--- config.mk ---
export PLATFORM = sky130hd
export DESIGN_NAME = pos_dac_spi
export DESIGN_NICKNAME = d
export VERILOG_FILES = /design/src/rtl/pos_dac_pkg.sv /design/src/rtl/pos_dac_spi_tick.sv /design/src/rtl/pos_dac_spi.sv
export SDC_FILE = /design/constraint.sdc
export NUM_CORES = 1
export LEC_CHECK = 0
export ABC_AREA = 0
export BUFFER_PORTS_ARGS = -buffer_cell sky130_fd_sc_hd__buf_2
export CORE_MARGIN = 2
export CORE_UTILIZATION = 61
export DETAILED_ROUTE_END_ITERATION = 7
export GPL_ROUTABILITY_DRIVEN = 0
export MAX_ROUTING_LAYER = met4
export PLACE_DENSITY = 0.84
export SETUP_SLACK_MARGIN = 0.4
export SYNTH_ARGS = -nofsm -noshare
export SYNTH_HDL_FRONTEND = slang
export SYNTH_SLANG_ARGS = --single-unit
--- constraint.sdc ---
create_clock -name clk_sys -period 3.6 [get_ports clk_sys]
set_input_delay 0.72 -clock clk_sys [delete_from_list [all_inputs] [get_ports clk_sys]]
set_output_delay 0.72 -clock clk_sys [all_outputs]
set_load 0.005 [all_outputs]
--- src/rtl/pos_dac_pkg.sv ---
// pos_dac_pkg: shared FSM encoding and constants for the galvo DAC SPI serialiser.
package pos_dac_pkg;
   typedef enum logic [2:0] {S_IDLE, S_SETUP, S_SHIFT, S_HOLD, S_GAP, S_LDAC} dac_state_t;
   localparam int DAC_BITS = 16;
   localparam logic [DAC_BITS-1:0] DAC_MIDSCALE = 16'h8000;
   localparam logic [15:0] OVERRUN_MAX = 16'hFFFF;
endpackage

--- src/rtl/pos_dac_spi_tick.sv ---
// spi_tick_gen: SCLK half-period divider; flags the last cycle of each low/high phase.
module spi_tick_gen #(
   parameter int CLK_DIV = 2
) (
   input  logic clk_sys,
   input  logic sys_rst,
   input  logic i_clr,
   input  logic i_en,
   output logic o_rise,
   output logic o_fall
);
   localparam int CW = CLK_DIV > 1 ? $clog2(CLK_DIV) : 1;
   logic [CW-1:0] r_cnt;
   logic r_ph;
   logic w_end;
   assign w_end  = i_en && (r_cnt == CW'(CLK_DIV - 1));
   assign o_rise = w_end && !r_ph;
   assign o_fall = w_end && r_ph;
   always_ff @(posedge clk_sys)
      if (sys_rst || i_clr) begin
         r_cnt <= '0;
         r_ph  <= 1'b0;
      end else if (i_en) begin
         r_cnt <= w_end ? '0 : r_cnt + 1'b1;
         r_ph  <= r_ph ^ w_end;
      end
endmodule

--- src/rtl/pos_dac_spi.sv ---
// pos_dac_spi: serialises position-loop DAC codes to a 16-bit SPI DAC with optional LDAC strobe.
module pos_dac_spi import pos_dac_pkg::*; #(
   parameter int CLK_DIV     = 2,
   parameter int CS_SETUP    = 1,
   parameter int CS_HOLD     = 1,
   parameter int MIN_CS_HIGH = 2,
   parameter int LDAC_EN     = 1,
   parameter int LDAC_W      = 1
) (
   input  logic                clk_sys,
   input  logic                sys_rst,
   input  logic [DAC_BITS-1:0] dac_data,
   input  logic                dac_valid,
   output logic                dac_busy,
   output logic [15:0]         overrun_cnt,
   output logic [DAC_BITS-1:0] last_sent,
   output logic                spi_cs_n,
   output logic                spi_sclk,
   output logic                spi_mosi,
   output logic                dac_ldac_n
);
   dac_state_t r_state, w_state;
   logic [DAC_BITS-1:0] r_pend, r_shreg, w_shreg, r_last, w_last;
   logic [15:0] r_cnt, w_cnt, r_ovr;
   logic [3:0] r_bit, w_bit;
   logic r_pend_vld, r_cs_n, w_cs_n, r_sclk, w_sclk, r_mosi, w_mosi, r_ldac_n, w_ldac_n, r_busy, w_busy;
   logic w_launch, w_rise, w_fall;

   spi_tick_gen #(.CLK_DIV(CLK_DIV)) u_tick (
      .clk_sys(clk_sys),
      .sys_rst(sys_rst),
      .i_clr  (w_launch),
      .i_en   (r_state == S_SHIFT),
      .o_rise (w_rise),
      .o_fall (w_fall)
   );

   // A launch in the same cycle consumes the old code, so the new one is not an overrun.
   always_ff @(posedge clk_sys)
      if (sys_rst) begin
         r_pend     <= DAC_MIDSCALE;
         r_pend_vld <= 1'b1;
         r_ovr      <= '0;
      end else begin
         if (dac_valid) r_pend <= dac_data;
         r_pend_vld <= dac_valid || (r_pend_vld && !w_launch);
         if (dac_valid && r_pend_vld && !w_launch && r_ovr != OVERRUN_MAX) r_ovr <= r_ovr + 16'd1;
      end

   always_ff @(posedge clk_sys)
      if (sys_rst) begin
         r_state  <= S_IDLE;
         r_shreg  <= DAC_MIDSCALE;
         r_last   <= DAC_MIDSCALE;
         r_cnt    <= '0;
         r_bit    <= '0;
         r_cs_n   <= 1'b1;
         r_sclk   <= 1'b0;
         r_mosi   <= 1'b0;
         r_ldac_n <= 1'b1;
         r_busy   <= 1'b0;
      end else begin
         r_state  <= w_state;
         r_shreg  <= w_shreg;
         r_last   <= w_last;
         r_cnt    <= w_cnt;
         r_bit    <= w_bit;
         r_cs_n   <= w_cs_n;
         r_sclk   <= w_sclk;
         r_mosi   <= w_mosi;
         r_ldac_n <= w_ldac_n;
         r_busy   <= w_busy;
      end

   always_comb begin
      w_state  = r_state;
      w_shreg  = r_shreg;
      w_last   = r_last;
      w_cnt    = r_cnt + 16'd1;
      w_bit    = r_bit;
      w_cs_n   = r_cs_n;
      w_sclk   = r_sclk;
      w_mosi   = r_mosi;
      w_ldac_n = r_ldac_n;
      w_busy   = r_busy;
      w_launch = 1'b0;
      case (r_state)
         S_IDLE:
            if (r_pend_vld) begin
               w_launch = 1'b1;
               w_shreg  = r_pend;
               w_cs_n   = 1'b0;
               w_mosi   = r_pend[DAC_BITS-1];
               w_busy   = 1'b1;
               w_bit    = 4'(DAC_BITS - 1);
               w_cnt    = '0;
               w_state  = S_SETUP;
            end
         S_SETUP:
            if (r_cnt == 16'(CS_SETUP - 1)) begin
               w_cnt   = '0;
               w_state = S_SHIFT;
            end
         S_SHIFT: begin
            if (w_rise) w_sclk = 1'b1;
            if (w_fall) begin
               w_sclk = 1'b0;
               if (r_bit == 4'd0) begin
                  w_cnt   = '0;
                  w_state = S_HOLD;
               end else begin
                  w_bit  = r_bit - 4'd1;
                  w_mosi = r_shreg[r_bit - 4'd1];
               end
            end
         end
         S_HOLD:
            if (r_cnt == 16'(CS_HOLD - 1)) begin
               w_cs_n  = 1'b1;
               w_last  = r_shreg;
               w_cnt   = '0;
               w_state = S_GAP;
            end
         S_GAP:
            if (r_cnt == 16'(MIN_CS_HIGH - 1)) begin
               w_cnt    = '0;
               w_state  = LDAC_EN != 0 ? S_LDAC : S_IDLE;
               w_ldac_n = LDAC_EN == 0;
               w_busy   = LDAC_EN != 0;
            end
         S_LDAC:
            if (r_cnt == 16'(LDAC_W - 1)) begin
               w_ldac_n = 1'b1;
               w_busy   = 1'b0;
               w_state  = S_IDLE;
            end
         default: w_state = S_IDLE;
      endcase
   end

   assign dac_busy    = r_busy;
   assign overrun_cnt = r_ovr;
   assign last_sent   = r_last;
   assign spi_cs_n    = r_cs_n;
   assign spi_sclk    = r_sclk;
   assign spi_mosi    = r_mosi;
   assign dac_ldac_n  = r_ldac_n;
endmodule

Word-level counts from Yosys, hierarchy flattened

Index checks and enable logic that the tools add are counted.

Bits in registers: 95
Latch bits: 0
RAM bits: 0
Bits in read-only memories: 0
Output and inout bits: 37
Word-level logic and storage cells: 102
Memories: 0

Add/sub/neg operators: 4
Multipliers: 0
Divide/modulo/power cells: 0
$lt $le $gt $ge: 1
Equality and inequality tests: 15
Shifts and indexed selects: 0
Mux-type cells: 38
Bitwise gates (word level): 1
Reductions and logical operators: 28

Operators by type and width:

| operator                | count |
|---|---|
| $mux W16                | 5 |
| $pmux W16 S4            | 1 |
| $add A16 B1 Y16 const B | 2 |
| $mux W3                 | 7 |
| $pmux W3 S6             | 1 |
| $eq A16 B1 Y1 const B   | 1 |
| $logic_not A16 Y1       | 1 |
| $ne A16 B16 Y1 const B  | 1 |
| $ne A2 B2 Y1 const B    | 8 |
| $mux W1                 | 15 |
| $mux W4                 | 3 |
| $pmux W4 S2             | 1 |
| $reduce_and A4 Y1       | 2 |
| $reduce_bool A2 Y1      | 4 |
| $logic_and A1 B1 Y1     | 7 |
| $reduce_and A7 Y1       | 1 |
| $eq A3 B2 Y1 const B    | 2 |
| $eq A3 B3 Y1 const B    | 2 |
| $pmux W1 S2             | 3 |
| $reduce_and A2 Y1       | 3 |
| $reduce_and A3 Y1       | 2 |
| $lt A4 B5 Y1 const B    | 1 |
| $bmux W1 S4             | 1 |
| $logic_not A4 Y1        | 1 |
| other kinds (10)        | 12 |

Longest topological paths before layout

Depth after elaboration: 6
Depth in mapped cells: 8
Mapped depth without buffers: 7

Hierarchy

Synthesis repeated with hierarchy kept, for this count alone.

Cell total of the unflattened synthesis: 441
Area, all modules: 4,157.7 µm²

Modules (own cells, without submodules):

| module       | times used | cells an instance | area an instance (µm²) | sequential area each (µm²) |
|---|---|---|---|---|
| pos_dac_spi  | 1          | 431               | 4,043.9                | 1,861.8 |
| spi_tick_gen | 1          | 10                | 113.9                  | 40.0 |

Least setup slack after synthesis

No wires, ideal clock.

Kind: register to register
Start: register r_bit[0]
End: register r_mosi (netlist: spi_mosi)
Setup time: 0.137 ns
Arrival time: 1.930 ns
Slack: 1.533 ns
Stages on the path, launching flop included: 9
Path buffers: 1
Period minus slack after synthesis: 2.067 ns
Cell sequence: dfxtp_1 -> clkbuf_1 -> inv_1 -> ha_1 -> mux4_2 -> mux2i_1 -> mux2i_1 -> mux2i_1 -> a21oi_1

Cells in the longest elaborated chain, start to end: 6
Elaborated cells between the ends (all ways): 9
Classes of those cells: 1 x add/sub; 1 x eq/ne; 5 x mux; 2 x reduce/logical

Ends and longest elaborated chain:

| what                          | RTL line           | source |
|---|---|---|
| from (decl)                   | pos_dac_spi.sv:25  | `logic [3:0] r_bit, w_bit;` |
| from (signal assigned)        | pos_dac_spi.sv:67  | `r_bit <= w_bit;` |
| $sub A4 B1 Y4                 | pos_dac_spi.sv:113 | `w_mosi = r_shreg[r_bit - 4'd1];` |
| $bmux W1 S4                   | pos_dac_spi.sv:113 |  |
| $mux W1 (implied by the code) | pos_dac_spi.sv:113 |  |
| $mux W1                       | pos_dac_spi.sv:108 | `if (r_bit == 4'd0) begin` |
| $mux W1                       | pos_dac_spi.sv:106 | `if (w_fall) begin` |
| $pmux W1 S2                   | pos_dac_spi.sv:87  | `case (r_state)` |
| to (signal assigned)          | pos_dac_spi.sv:70  | `r_mosi <= w_mosi;` |
| to (decl)                     | pos_dac_spi.sv:26  | `logic r_pend_vld, r_cs_n, w_cs_n, r_sclk, w_sclk, r_mosi, w_mosi, r_ldac_n, w_ldac_n, r_busy, w_busy;` |

Parallel ways exist; a longest one is shown, timed or not. The select of a mux whose other input is x is not followed.
A chain may end at the register's enable or synchronous reset.

Worst setup path after layout

Ends and elaborated chain as after synthesis.

==> flow_summary.json <==
{
  "ys_seq_elements": 95,
  "core.rowCount": 29,
  "dp_slack_ps": 984,
  "post_synth_instance_area_mm2": 0.00402,
  "post_synth_main_area_contributors": "sky130_fd_sc_hd__dfxtp_1 (47%), sky130_fd_sc_hd__mux2i_1 (9.0%), sky130_fd_sc_hd__nor2_1 (6.9%)",
  "total_area_of_multi_input_combinational_cells_mm2": 0.00200,
  "post_cts_buffers": 0,
  "post_synth_inst_count": 432,
  "io_pins": 56,
  "synth-main-ff-cell": "sky130_fd_sc_hd__dfxtp_1",
  "clock_path_buffers": 2,
  "finalCritPeriodShare": 0.635,
  "crit_path_frequent_cell": "sky130_fd_sc_hd__mux2i_1",
  "hold_path.class": "flop to flop",
  "cts_hold_buf": 0,
  "path_max_fanout": 8,
  "critPathArrivalTime_ps": 2510,
  "largest_delay_contributor_family_on_the_critical_path": "multiplexers",
  "dieArea_mm2": 0.00726,
  "wire_length_after_detailed_routing_mm": 7.76,
  "die_h_um": 85.2,
  "yosysTopAreaCell": "sky130_fd_sc_hd__dfxtp_1",
  "finish.utilization": 0.719,
  "cts.root.buffer_cell": "sky130_fd_sc_hd__clkbuf_8",
  "cp_slowest_stage_delay_ps": 600,
  "relSlewSlack": 0.515,
  "setup_violations": 0,
  "synth_enable_flop_cells": 0,
  "wl_per_cell_um": 13.8,
  "coreArea_mm2": 0.00635,
  "syn_area_per_cell_um2": 9.31,
  "power_density_mw_per_mm2": 613,
  "antenna_cells_inserted": 0,
  "switching_share": 0.316,
  "pwr-share-clk": 0.300,
  "period_minus_slack_ps": 2290,
  "gr-usage-all-layers": 0.229,
  "total_negative_setup_slack_ps": 0,
  "worst_r2r_path_depth": 7,
  "placement.io_buffers": 55,
  "timing.max_cap.violations": 0,
  "critical_path.slowest_cell": "sky130_fd_sc_hd__dfxtp_1",
  "setup_ws_ps": 1310,
  "hold-path-cell-count": 2,
  "avgViaCountPerCell": 5.59,
  "cts-htree-levels": 3,
  "areaGrowthSynthToFinish_pct": 13.6,
  "grt_setup_unrepaired": "false",
  "final_nets": 507,
  "worst_setup_hold_path_clk_slew_ps": 100,
  "power.net_switching_uw": 885,
  "tritoncts": "yes",
  "run_status": "completed",
  "numClockSinks": 95,
  "dp_hpwl_mm": 5.24,
  "intPower_uw": 1910,
  "drcViolationCount": 0,
  "max_clock_freq_ghz": 0.437,
  "cp_num_buf_inv": 1,
  "comb_power_share": 0.240,
  "grt_start_max_net_pins": 43,
  "drt_pre_antenna_iters": 4,
  "cts_resized": 0,
  "critical_path_required_ps": 3830,
  "synthArstFlopShare": 0,
  "cellLeakagePower_uw": 0.00192,
  "hold_viol": 0,
  "start_util": 0.633,
  "critPathCaptureType": "flop",
  "non_filler_cells_final": 561,
  "global_route_wire_length_before_repair_mm": 13.0,
  "worst_clock_skew_ps": 16.8,
  "drv_slew": 0,
  "cts_inserted_buffers": 9,
  "crit_path_start_kind": "flop",
  "grt-ovfl-total": 0,
  "place_inst": 546,
  "number_of_different_library_cells_in_the_post_synthesis_netlist": 47,
  "dieWidth_um": 85.2,
  "route.vias.total": 3134,
  "insertion_delay_ps": 360,
  "seq_area_frac_synth": 0.473,
  "max-vdd-ir-drop_uv": 343,
  "drt.antenna.violating_nets": 0,
  "area.sequential_mm2": 0.00190,
  "cp_cell_sequence": "inv_1 > ha_1 > mux4_2 > mux2i_1 > mux2i_1 > mux2i_1 > a21oi_1",
  "worstSetupPathDepth": 7,
  "timing_worst_setup_path_type": "flop to flop",
  "mappedNetlistNets": 459,
  "fillCellCount": 473,
  "share_seq_of_total_power": 0.460,
  "final_layout_size_suffix_gt1_frac": 0.171,
  "worst_pin_slew_ps": 728,
  "antenna_found_initial": 0,
  "synth_warnings": 0,
  "synth_largest_type_area_fraction": 0.473,
  "grt_pass1_vias": 2841,
  "dr.first_iter.drc_count": 171
}
synthesized netlist by cell type, types with 7 or more instances:
| master | number |
|---|---|
| sky130_fd_sc_hd__mux2i_1 | 36 |
| sky130_fd_sc_hd__a21oi_1 | 27 |
| sky130_fd_sc_hd__inv_1 | 9 |
| sky130_fd_sc_hd__dfxtp_1 | 95 |
| sky130_fd_sc_hd__nand2_1 | 41 |
| sky130_fd_sc_hd__ha_1 | 8 |
| sky130_fd_sc_hd__nor3_1 | 10 |
| sky130_fd_sc_hd__nand4_1 | 7 |
| sky130_fd_sc_hd__xor2_1 | 12 |
| sky130_fd_sc_hd__nand3_1 | 13 |
| sky130_fd_sc_hd__nor2_1 | 74 |
| sky130_fd_sc_hd__clkbuf_1 | 14 |
| sky130_fd_sc_hd__xnor2_1 | 15 |
placed cells by master (no fill, tap or decap), drive strengths merged, types with 5 or more instances in the layout:
cell,instances
nand4,7
nor2,74
nor4,6
buf,58
clkbuf,9
a21oi,27
nand3,13
xor2,12
xnor2,15
inv,11
ha,8
and3,5
nor3,11
mux2i,36
or3,6
nand2,41
dfxtp,95
area by class of cell:
class / instances / share of cell area
flip-flops and latches: 95 / 0.416
clock buffers: 9 / 0.0271
multi-input cells: 307 / 0.437
well taps: 77 / 0.0211
repair buffers: 58 / 0.0652
inverters: 9 / 0.00740
clock inverters: 6 / 0.0255
worst min-delay path, stage by stage (launching register included):
cell	delay, ps
sky130_fd_sc_hd__dfxtp_1	320
sky130_fd_sc_hd__nand2_1	50
sky130_fd_sc_hd__a21oi_1	50
final timing paths:
path           endpoint      start  slack, ps
max            spi_mosi   r_bit[0]       1310
min          r_shreg[5]  r_pend[5]        440
max reg2reg    spi_mosi   r_bit[0]       1310
min reg2reg  r_shreg[5]  r_pend[5]        440
cell families (layout without fill, tap and decap cells):
family	after synthesis	after routing	synth area share
buffers and inverters	30	82	0.0299
AND/OR/NAND/NOR	183	183	0.214
multiplexers	40	40	0.112
flip-flops	95	95	0.473
XOR/XNOR	27	27	0.0588
AO/OA/AOI/OAI	49	49	0.0871
adder cells (fa/ha/maj)	8	8	0.0249
layer usage:
layer,GRT usage,vias to the layer above,share of wire
met5,-,-,0
met4,0.0981,0,0.020
met3,0.0350,13,0.040
met2,0.366,70,0.48
met1,0.288,1462,0.46
li1,-,1589,-
metrics by stage:
step,total power (uW),hold WS (ps),cell area (um2)
finish,2800,445,4570
global route,2930,474,4570
CTS,2810,449,4570
detailed placement,1980,445,4330
global placement,1960,440,4330
floorplan,1810,431,4020
power groups by stage:
stage	clock network, uW	registers, uW	logic (uW)
floorplan	0	1260	549
global placement	0	1300	658
detailed placement	0	1310	669
CTS	850	1290	676
global route	889	1310	739
finish	839	1290	671
state kept, by name, indices dropped and copies added, names as in the netlist:
register      cells
dac_ldac_n        1
r_pend           16
r_state           3
u_tick.r_cnt      1
last_sent        16
spi_sclk          1
r_bit             4
spi_mosi          1
r_cnt            16
dac_busy          1
overrun_cnt      16
spi_cs_n          1
r_pend_vld        1
r_shreg          16
u_tick.r_ph       1
Note: power is estimated with default switching activity, not from simulation.
